==> config.mk <==
export PLATFORM = sky130hd
export DESIGN_NAME = ctl_trigger_multi
export DESIGN_NICKNAME = d
export VERILOG_FILES = /design/src/rtl/ctl_trigger_multi.sv
export SDC_FILE = /design/constraint.sdc
export NUM_CORES = 1
export LEC_CHECK = 0
export ABC_CLOCK_PERIOD_IN_PS = 2800
export BUFFER_PORTS_ARGS = -buffer_cell sky130_fd_sc_hd__buf_2
export CAP_MARGIN = 25
export CORE_UTILIZATION = 23
export CTS_CLUSTER_DIAMETER = 80
export DETAILED_ROUTE_END_ITERATION = 8
export REMOVE_ABC_BUFFERS = 1
export SYNTH_ARGS = -nofsm -noshare
export SYNTH_HDL_FRONTEND = slang
export SYNTH_SLANG_ARGS = --single-unit
==> constraint.sdc <==
create_clock -name clk -period 2.8 [get_ports clk]
set_input_delay 0.28 -clock clk [delete_from_list [all_inputs] [get_ports clk]]
set_output_delay 0.28 -clock clk [all_outputs]
set_load 0.01 [all_outputs]
==> src/rtl/ctl_trigger_multi.sv <==
// Multi-channel trigger governor: per-channel trigger debounce, photodetector
// or cursor hit detection, one-cycle shot/hit/miss/dry-fire pulses, ammunition
// tracking and a post-shot cooldown. Channels share only the reload strobe.
module ctl_trigger_multi #(
    parameter int    CHANNELS        = 2,
    parameter int    DEBOUNCE_CYCLES = 16,
    parameter int    DETECT_CYCLES   = 8,
    parameter int    COOLDOWN_CYCLES = 32,
    parameter int    AMMO_MAX        = 3,
    localparam int   AMMO_W          = $clog2(AMMO_MAX + 1)
) (
    input  logic                       clk,
    input  logic                       rst,
    input  logic [CHANNELS-1:0]        gun_is_connected,
    input  logic [CHANNELS-1:0]        gun_trigger,
    input  logic [CHANNELS-1:0]        gun_photodetector,
    input  logic [CHANNELS-1:0]        mouse_on_target,
    input  logic [CHANNELS-1:0]        mouse_left,
    input  logic                       reload,
    output logic [CHANNELS-1:0]        shot_fired,
    output logic [CHANNELS-1:0]        hit,
    output logic [CHANNELS-1:0]        miss,
    output logic [CHANNELS-1:0]        dry_fire,
    output logic [CHANNELS-1:0]        busy,
    output logic [CHANNELS*AMMO_W-1:0] ammo_left
);

    localparam int TMR_MAX = (DETECT_CYCLES > COOLDOWN_CYCLES) ? DETECT_CYCLES : COOLDOWN_CYCLES;
    localparam int TMR_W   = $clog2(TMR_MAX + 1);
    localparam int DB_W    = $clog2(DEBOUNCE_CYCLES + 1);

    localparam logic [1:0] ST_IDLE     = 2'd0;
    localparam logic [1:0] ST_DETECT   = 2'd1;
    localparam logic [1:0] ST_COOLDOWN = 2'd2;

    for (genvar i = 0; i < CHANNELS; i++) begin : g_ch
        logic              raw;
        logic              mode_q;
        logic              mode_chg;
        logic              deb_q;
        logic              edge_q;
        logic [DB_W-1:0]   db_cnt_q;
        logic [1:0]        state_q;
        logic [TMR_W-1:0]  tmr_q;
        logic              gun_lat_q;
        logic              hit_flag_q;
        logic              hit_acc;
        logic              det_last;
        logic              cd_last;
        logic              fire;
        logic [AMMO_W-1:0] ammo_q;
        logic              shot_q;
        logic              hit_q;
        logic              miss_q;
        logic              dry_q;

        assign raw      = gun_is_connected[i] ? ~gun_trigger[i] : mouse_left[i];
        assign mode_chg = gun_is_connected[i] != mode_q;

        // Debounce the selected trigger; flag the cycle the level first reads 1.
        always_ff @(posedge clk or posedge rst) begin
            if (rst) begin
                mode_q   <= 1'b0;
                deb_q    <= 1'b0;
                db_cnt_q <= '0;
                edge_q   <= 1'b0;
            end else begin
                // NOTE: sequential state uses <= so every register samples pre-edge values.
                mode_q <= gun_is_connected[i];
                edge_q <= 1'b0;
                if (mode_chg) begin
                    // Switching source adopts the new level silently: no edge.
                    deb_q    <= raw;
                    db_cnt_q <= '0;
                end else if (raw == deb_q) begin
                    db_cnt_q <= '0;
                end else if (db_cnt_q == DB_W'(DEBOUNCE_CYCLES - 1)) begin
                    deb_q    <= raw;
                    db_cnt_q <= '0;
                    edge_q   <= raw;
                end else begin
                    db_cnt_q <= db_cnt_q + DB_W'(1);
                end
            end
        end

        assign hit_acc  = hit_flag_q | (gun_lat_q & gun_photodetector[i]);
        assign det_last = ~gun_lat_q | (tmr_q == TMR_W'(DETECT_CYCLES - 1));
        assign cd_last  = tmr_q == TMR_W'(COOLDOWN_CYCLES - 1);
        assign fire     = (state_q == ST_IDLE) && edge_q && (ammo_q != '0);

        // Shot sequencer: IDLE -> DETECT -> COOLDOWN, emitting the result pulses.
        always_ff @(posedge clk or posedge rst) begin
            if (rst) begin
                state_q    <= ST_IDLE;
                tmr_q      <= '0;
                gun_lat_q  <= 1'b0;
                hit_flag_q <= 1'b0;
                shot_q     <= 1'b0;
                hit_q      <= 1'b0;
                miss_q     <= 1'b0;
                dry_q      <= 1'b0;
            end else begin
                // NOTE: pulses default low each cycle; the case arms only raise them.
                shot_q <= 1'b0;
                hit_q  <= 1'b0;
                miss_q <= 1'b0;
                dry_q  <= 1'b0;
                case (state_q)
                    ST_IDLE: begin
                        if (fire) begin
                            shot_q     <= 1'b1;
                            gun_lat_q  <= gun_is_connected[i];
                            hit_flag_q <= ~gun_is_connected[i] & mouse_on_target[i];
                            tmr_q      <= '0;
                            state_q    <= ST_DETECT;
                        end else if (edge_q) begin
                            dry_q <= 1'b1;
                        end
                    end
                    ST_DETECT: begin
                        if (det_last) begin
                            hit_q      <= hit_acc;
                            miss_q     <= ~hit_acc;
                            hit_flag_q <= 1'b0;
                            tmr_q      <= '0;
                            state_q    <= ST_COOLDOWN;
                        end else begin
                            hit_flag_q <= hit_acc;
                            tmr_q      <= tmr_q + TMR_W'(1);
                        end
                    end
                    ST_COOLDOWN: begin
                        if (cd_last) begin
                            tmr_q   <= '0;
                            state_q <= ST_IDLE;
                        end else begin
                            tmr_q <= tmr_q + TMR_W'(1);
                        end
                    end
                    default: state_q <= ST_IDLE;
                endcase
            end
        end

        // Ammunition: reload wins over a same-cycle shot; shots need ammo > 0.
        always_ff @(posedge clk or posedge rst) begin
            if (rst) begin
                ammo_q <= AMMO_W'(AMMO_MAX);
            end else if (reload) begin
                ammo_q <= AMMO_W'(AMMO_MAX);
            end else if (fire) begin
                ammo_q <= ammo_q - AMMO_W'(1);
            end
        end

        assign shot_fired[i]                  = shot_q;
        assign hit[i]                         = hit_q;
        assign miss[i]                        = miss_q;
        assign dry_fire[i]                    = dry_q;
        assign busy[i]                        = state_q != ST_IDLE;
        assign ammo_left[i*AMMO_W +: AMMO_W]  = ammo_q;
    end

endmodule
# Word level (Yosys, flattened, before mapping)
# Index checks and enable logic that the tools add are counted.
# totals
regBits	48
inputBits	13
output_inout_bits	14
elab_cells	162
# classes
n_addsub	6
eq_ne	22
mux	64
bitwise	16
n_reduce_logical	28
# ops
op	count
$mux W1	36
$mux W6	6
$pmux W6 S3	2
$mux W5	6
$mux W2	10
$reduce_bool A2 Y1	10
$ne A2 B2 Y1 const B	8
$reduce_and A2 Y1	8
$add A6 B1 Y6 const B	2
$eq A6 B3 Y1 const B	2
$eq A6 B5 Y1 const B	2
$pmux W2 S3	2
$add A5 B1 Y5 const B	2
$eq A5 B4 Y1 const B	2
$not A1 Y1	8
$reduce_and A3 Y1	2
$reduce_bool A3 Y1	2
$and A1 B1 Y1	4
$eq A2 B1 Y1 const B	2
$eq A2 B2 Y1 const B	2
$logic_and A1 B1 Y1	4
$logic_not A2 Y1	2
$or A1 B1 Y1	4
$pmux W1 S2	2
other kinds (3)	6

# Depth between registers and ports, before layout
# logic_depth
ltp_word	5
mapped_depth	7
depth_no_buf	6

# Worst setup path after synthesis
# OpenSTA, ideal clock, no wires.
# synth_path
path_kind	reg2reg
from	reg g_ch[1].ammo_q[0]
to	reg g_ch[1].hit_flag_q
setup_time_ps	83
t_arrival_ps	1771
slack_ps	947
stages_incl_launch_ff	7
synth_period_minus_slack_ps	1853
path_cell_list	dfstp_2 > inv_1 > ha_1 > nand3b_1 > or3b_2 > a21o_1 > o21ai_0
# synth_between
elab_chain_cells	4
# synth_lines
item	line	text
start: declaration	51	logic [AMMO_W-1:0] ammo_q;
start signal: assignment	149	ammo_q <= AMMO_W'(AMMO_MAX);
start signal: assignment	151	ammo_q <= AMMO_W'(AMMO_MAX);
start signal: assignment	153	ammo_q <= ammo_q - AMMO_W'(1);
$reduce_bool A2 Y1	90	assign fire = (state_q == ST_IDLE) && edge_q && (ammo_q != '0);
$logic_and A1 B1 Y1	90	
$ne A2 B2 Y1 (no source line)	n/a	
$reduce_and A2 Y1 (no source line)	n/a	
end signal: assignment	114	hit_flag_q <= ~gun_is_connected[i] & mouse_on_target[i];
end signal: assignment	129	hit_flag_q <= hit_acc;
end: declaration	46	logic hit_flag_q;
# Every way passes these cells.
# A chain may end at the register's enable or synchronous reset.

# Final worst setup path
# layout_path
from	reg g_ch[1].state_q[0]
to	reg g_ch[1].hit_flag_q
# layout_between
elab_chain_cells	5
word_cells_on_any_way	8
cone_classes	eq/ne (2); mux (1); reduce/logical (5)
# layout_lines
item	line	text
start: declaration	43	logic [1:0] state_q;
start signal: assignment	95	state_q <= ST_IDLE;
start signal: assignment	116	state_q <= ST_DETECT;
start signal: assignment	127	state_q <= ST_COOLDOWN;
$logic_not A2 Y1	90, 109	
$logic_and A1 B1 Y1 (2 in series)	90	
$ne A2 B2 Y1 (no source line)	n/a	
$reduce_and A2 Y1 (no source line)	n/a	
# Several ways; a longest one is shown, not always the timed one.

==> results.py <==
metrics = {
    "sta": {
        "slew_viol_final": 0,
        "period_share_pct": 72.1,
        "final.setup_skew_ps": 9.38,
        "finalHoldViolCount": 0,
        "tightest_slew_ps": 530,
        "relSlewSlack_pct": 64.3,
        "period_needed_ps": 2020,
        "rsz0062_at_grt": "no",
        "finalSetupTns_ps": 0,
        "fmax_mhz": 495,
        "setup_viol": 0,
        "hold_ws_ps": 164,
    },
    "clock_tree": {
        "cts-buffers-inserted": 5,
        "post_cts_resized": 0,
        "clock-root-buffer": "clkbuf_8",
        "post_cts_buffers": 0,
        "cts_tree": "built",
        "clk_pin_slew_ps": 90,
        "clk_latency_ps": 310,
        "cts_max_level": 2,
        "cts_buffer_depth": 2,
        "cts.sinks": 48,
    },
    "final_layout": {
        "layout-drive-gt1-share_pct": 18.4,
        "syn2layout_area_growth_pct": 14.2,
        "post-route-util_pct": 27.0,
        "final_nets": 305,
        "final_cells": 417,
        "diodes": 0,
    },
    "synth": {
        "ys_seq_area_share_pct": 47.1,
        "yosys_warnings": 0,
        "avgSynthCellArea_um2": 10.2,
        "netlist_instances": 250,
        "synth-edff-count": 0,
        "ys_seq_elements": 48,
        "syn_area_mm2": 0.00256,
        "synth_async_sr_flop_share_pct": 100,
        "synth_cell_type_count": 40,
        "ys.flop_type": "dfrtp_1",
    },
    "pwr": {
        "ir_drop_v": 0.000339,
        "p_leak_nw": 1.41,
        "powerDensity_mw_per_mm2": 676,
        "finalPower_mw": 1.98,
    },
    "worst_setup_path": {
        "cp.arrival_ps": 2250,
        "worst-r2r-cell-count": 6,
        "cp-start-kind": "flip-flop",
        "critical_path_buf_inv_count": 1,
        "timing.rr.end": "g_ch[1].hit_flag_q$_DFFE_PP0P_",
        "crit_path_cell_trace": "inv_1 > ha_1 > nand3b_1 > or3b_2 > a21o_1 > o21ai_0",
        "critPathMaxFanout": 9,
        "cpPeakStageDelay_ps": 530,
        "endpoint_kind": "flip-flop",
        "required_ps": 3030,
        "ff2ff_setup_slack_ps": 780,
        "critPathTopFamily": "simple AND/OR/NAND/NOR gates",
        "worstSetupPathType": "reg -> reg",
        "regToRegStartpoint": "g_ch[1].state_q[0]$_DFFE_PP0P_",
        "crit_slowest_cell": "or3b_2",
    },
    "drt": {
        "drt-wirelength-per-cell_um": 11.6,
        "drt-initial-drc-count": 67,
        "first_pass_iters": 4,
        "drt.antenna.violating_nets": 0,
        "num_vias": 1863,
        "drc_errors": 0,
        "drt-total-wl_um": 4840,
        "viasPerCell": 4.47,
    },
    "die": {
        "rows": 38,
        "die_y_um": 108,
        "initial_utilization_pct": 23.6,
        "die_w_um": 108,
        "fp.coreArea_mm2": 0.0108,
        "io_pins": 27,
        "dieArea_mm2": 0.0116,
    },
    "flow_run": {
        "maxCapViolations": 0,
    },
    "min_path": {
        "holdPathEnd": "g_ch[1].mode_q$_DFF_PP0_",
        "min_path_cells": 1,
        "hold_path_class": "in -> reg",
        "min_from": "gun_is_connected[1]",
    },
    "global_route": {
        "globalRoute.totalOverflow": 0,
        "grt_pass1_wl_um": 8360,
        "grt_pass1_vias": 1834,
        "antenna_found_initial": 0,
        "track_usage_pct": 9.28,
        "grt_max_degree": 49,
    },
    "placed_design": {
        "io_buffer_count": 26,
        "placedCellCount": 407,
        "gp_congestion": 0.775,
        "dp_hpwl_um": 3550,
    },
    "run_status": {
        "status": "complete, no violations",
    },
}
-- registers in the layout, indices dropped and copies added (netlist names), 4 cells and up --
register       cells
g_ch.tmr_q        12
g_ch.state_q       4
g_ch.db_cnt_q     10
g_ch.ammo_q        4
-- worst reg2reg max path, delay by kind of cell, from the launching register on --
family	cells	cell delay, ps
DFF	1	420
and+or+nand+nor	2	810
buffers and inverters	1	120
adders and majority gates	1	350
AOI/OAI and AO/OA	2	240
-- what timing repair did --
action                                  CTS  global route
endpoints found under the setup margin    0             0
hold buffers                              0             1
endpoints found under the hold margin     0            15
-- cell type report --
type,count,area (µm²)
Clock buffer,7,86.3
Clock inverter,1,7.51
Fill cell,1166,7920
Inverter,15,56.3
Multi-Input combinational cell,178,1230
Sequential cell,48,1210
Tap cell,140,175
Timing Repair Buffer,28,160
-- logic make-up after synthesis --
group                    share of synthesized area (%)
XOR/XNOR                                          3.42
flip-flops                                        47.1
adder cells (fa/ha/maj)                           7.82
multiplexers                                      4.55
AND/OR/NAND/NOR                                   16.5
AO/OA/AOI/OAI                                     15.9
buffers and inverters                             4.74
-- cells in the final DEF, fill, tap and decap left out, drive strengths merged, types with 5 or more instances in the layout --
master,synthesis,layout
dfrtp,44,44
nand3,10,10
a21o,5,5
a21oi,9,9
and3,8,8
o21ai,12,12
clkbuf,0,7
buf,9,27
nand2b,6,6
nand2,29,29
o2111ai,7,7
xor2,8,8
ha,16,16
mux2,7,7
inv,15,15
nor2,18,18
-- where the power goes --
part           internal, mW  total [mW]  switching (mW)
Clock                 0.201       0.438           0.237
Sequential            0.772       0.837          0.0645
Combinational         0.293       0.702           0.409
-- cells in the mapped netlist (all sizes together), types with 5 or more instances --
cell | instances | area, µm²
ha | 16 | 200
a21o | 5 | 37.5
mux2 | 7 | 86.3
buf | 9 | 65.1
nor2 | 18 | 67.6
o21ai | 12 | 60.1
and3 | 8 | 50.1
dfrtp | 44 | 1100
inv | 15 | 56.3
nand2b | 6 | 37.5
a21oi | 9 | 45.0
xor2 | 8 | 70.1
nand3 | 10 | 50.1
nand2 | 29 | 109
o2111ai | 7 | 61.3
-- per-layer routing --
metal	vias to the layer above	track usage (%)	part of all wire (%)
met1	878	11.6	49
met5	-	0	0
met2	42	14.8	45
met4	0	3.82	1.6
li1	935	-	-
met3	8	2.78	4.4
-- metrics by stage --
stage	cell area, µm²	setup slack [ps]
floorplan	2490	946
global placement	2800	880
detailed placement	2800	792
CTS	2890	768
global route	2920	615
finish	2920	780
-- how the worst max path moves through the flow --
stage,start,depth (start not counted),to
finish,g_ch[1].state_q[0]$_DFFE_PP0P_,6,g_ch[1].hit_flag_q$_DFFE_PP0P_
global route,g_ch[1].state_q[0]$_DFFE_PP0P_,6,g_ch[1].hit_flag_q$_DFFE_PP0P_
CTS,g_ch[1].state_q[0]$_DFFE_PP0P_,6,g_ch[1].hit_flag_q$_DFFE_PP0P_
detailed placement,g_ch[1].state_q[0]$_DFFE_PP0P_,6,g_ch[1].hit_flag_q$_DFFE_PP0P_
global placement,g_ch[1].state_q[0]$_DFFE_PP0P_,6,g_ch[1].hit_flag_q$_DFFE_PP0P_
floorplan,g_ch[1].ammo_q[0]$_DFFE_PP1P_,6,g_ch[1].hit_flag_q$_DFFE_PP0P_
Note: power is estimated with default switching activity, not from simulation.
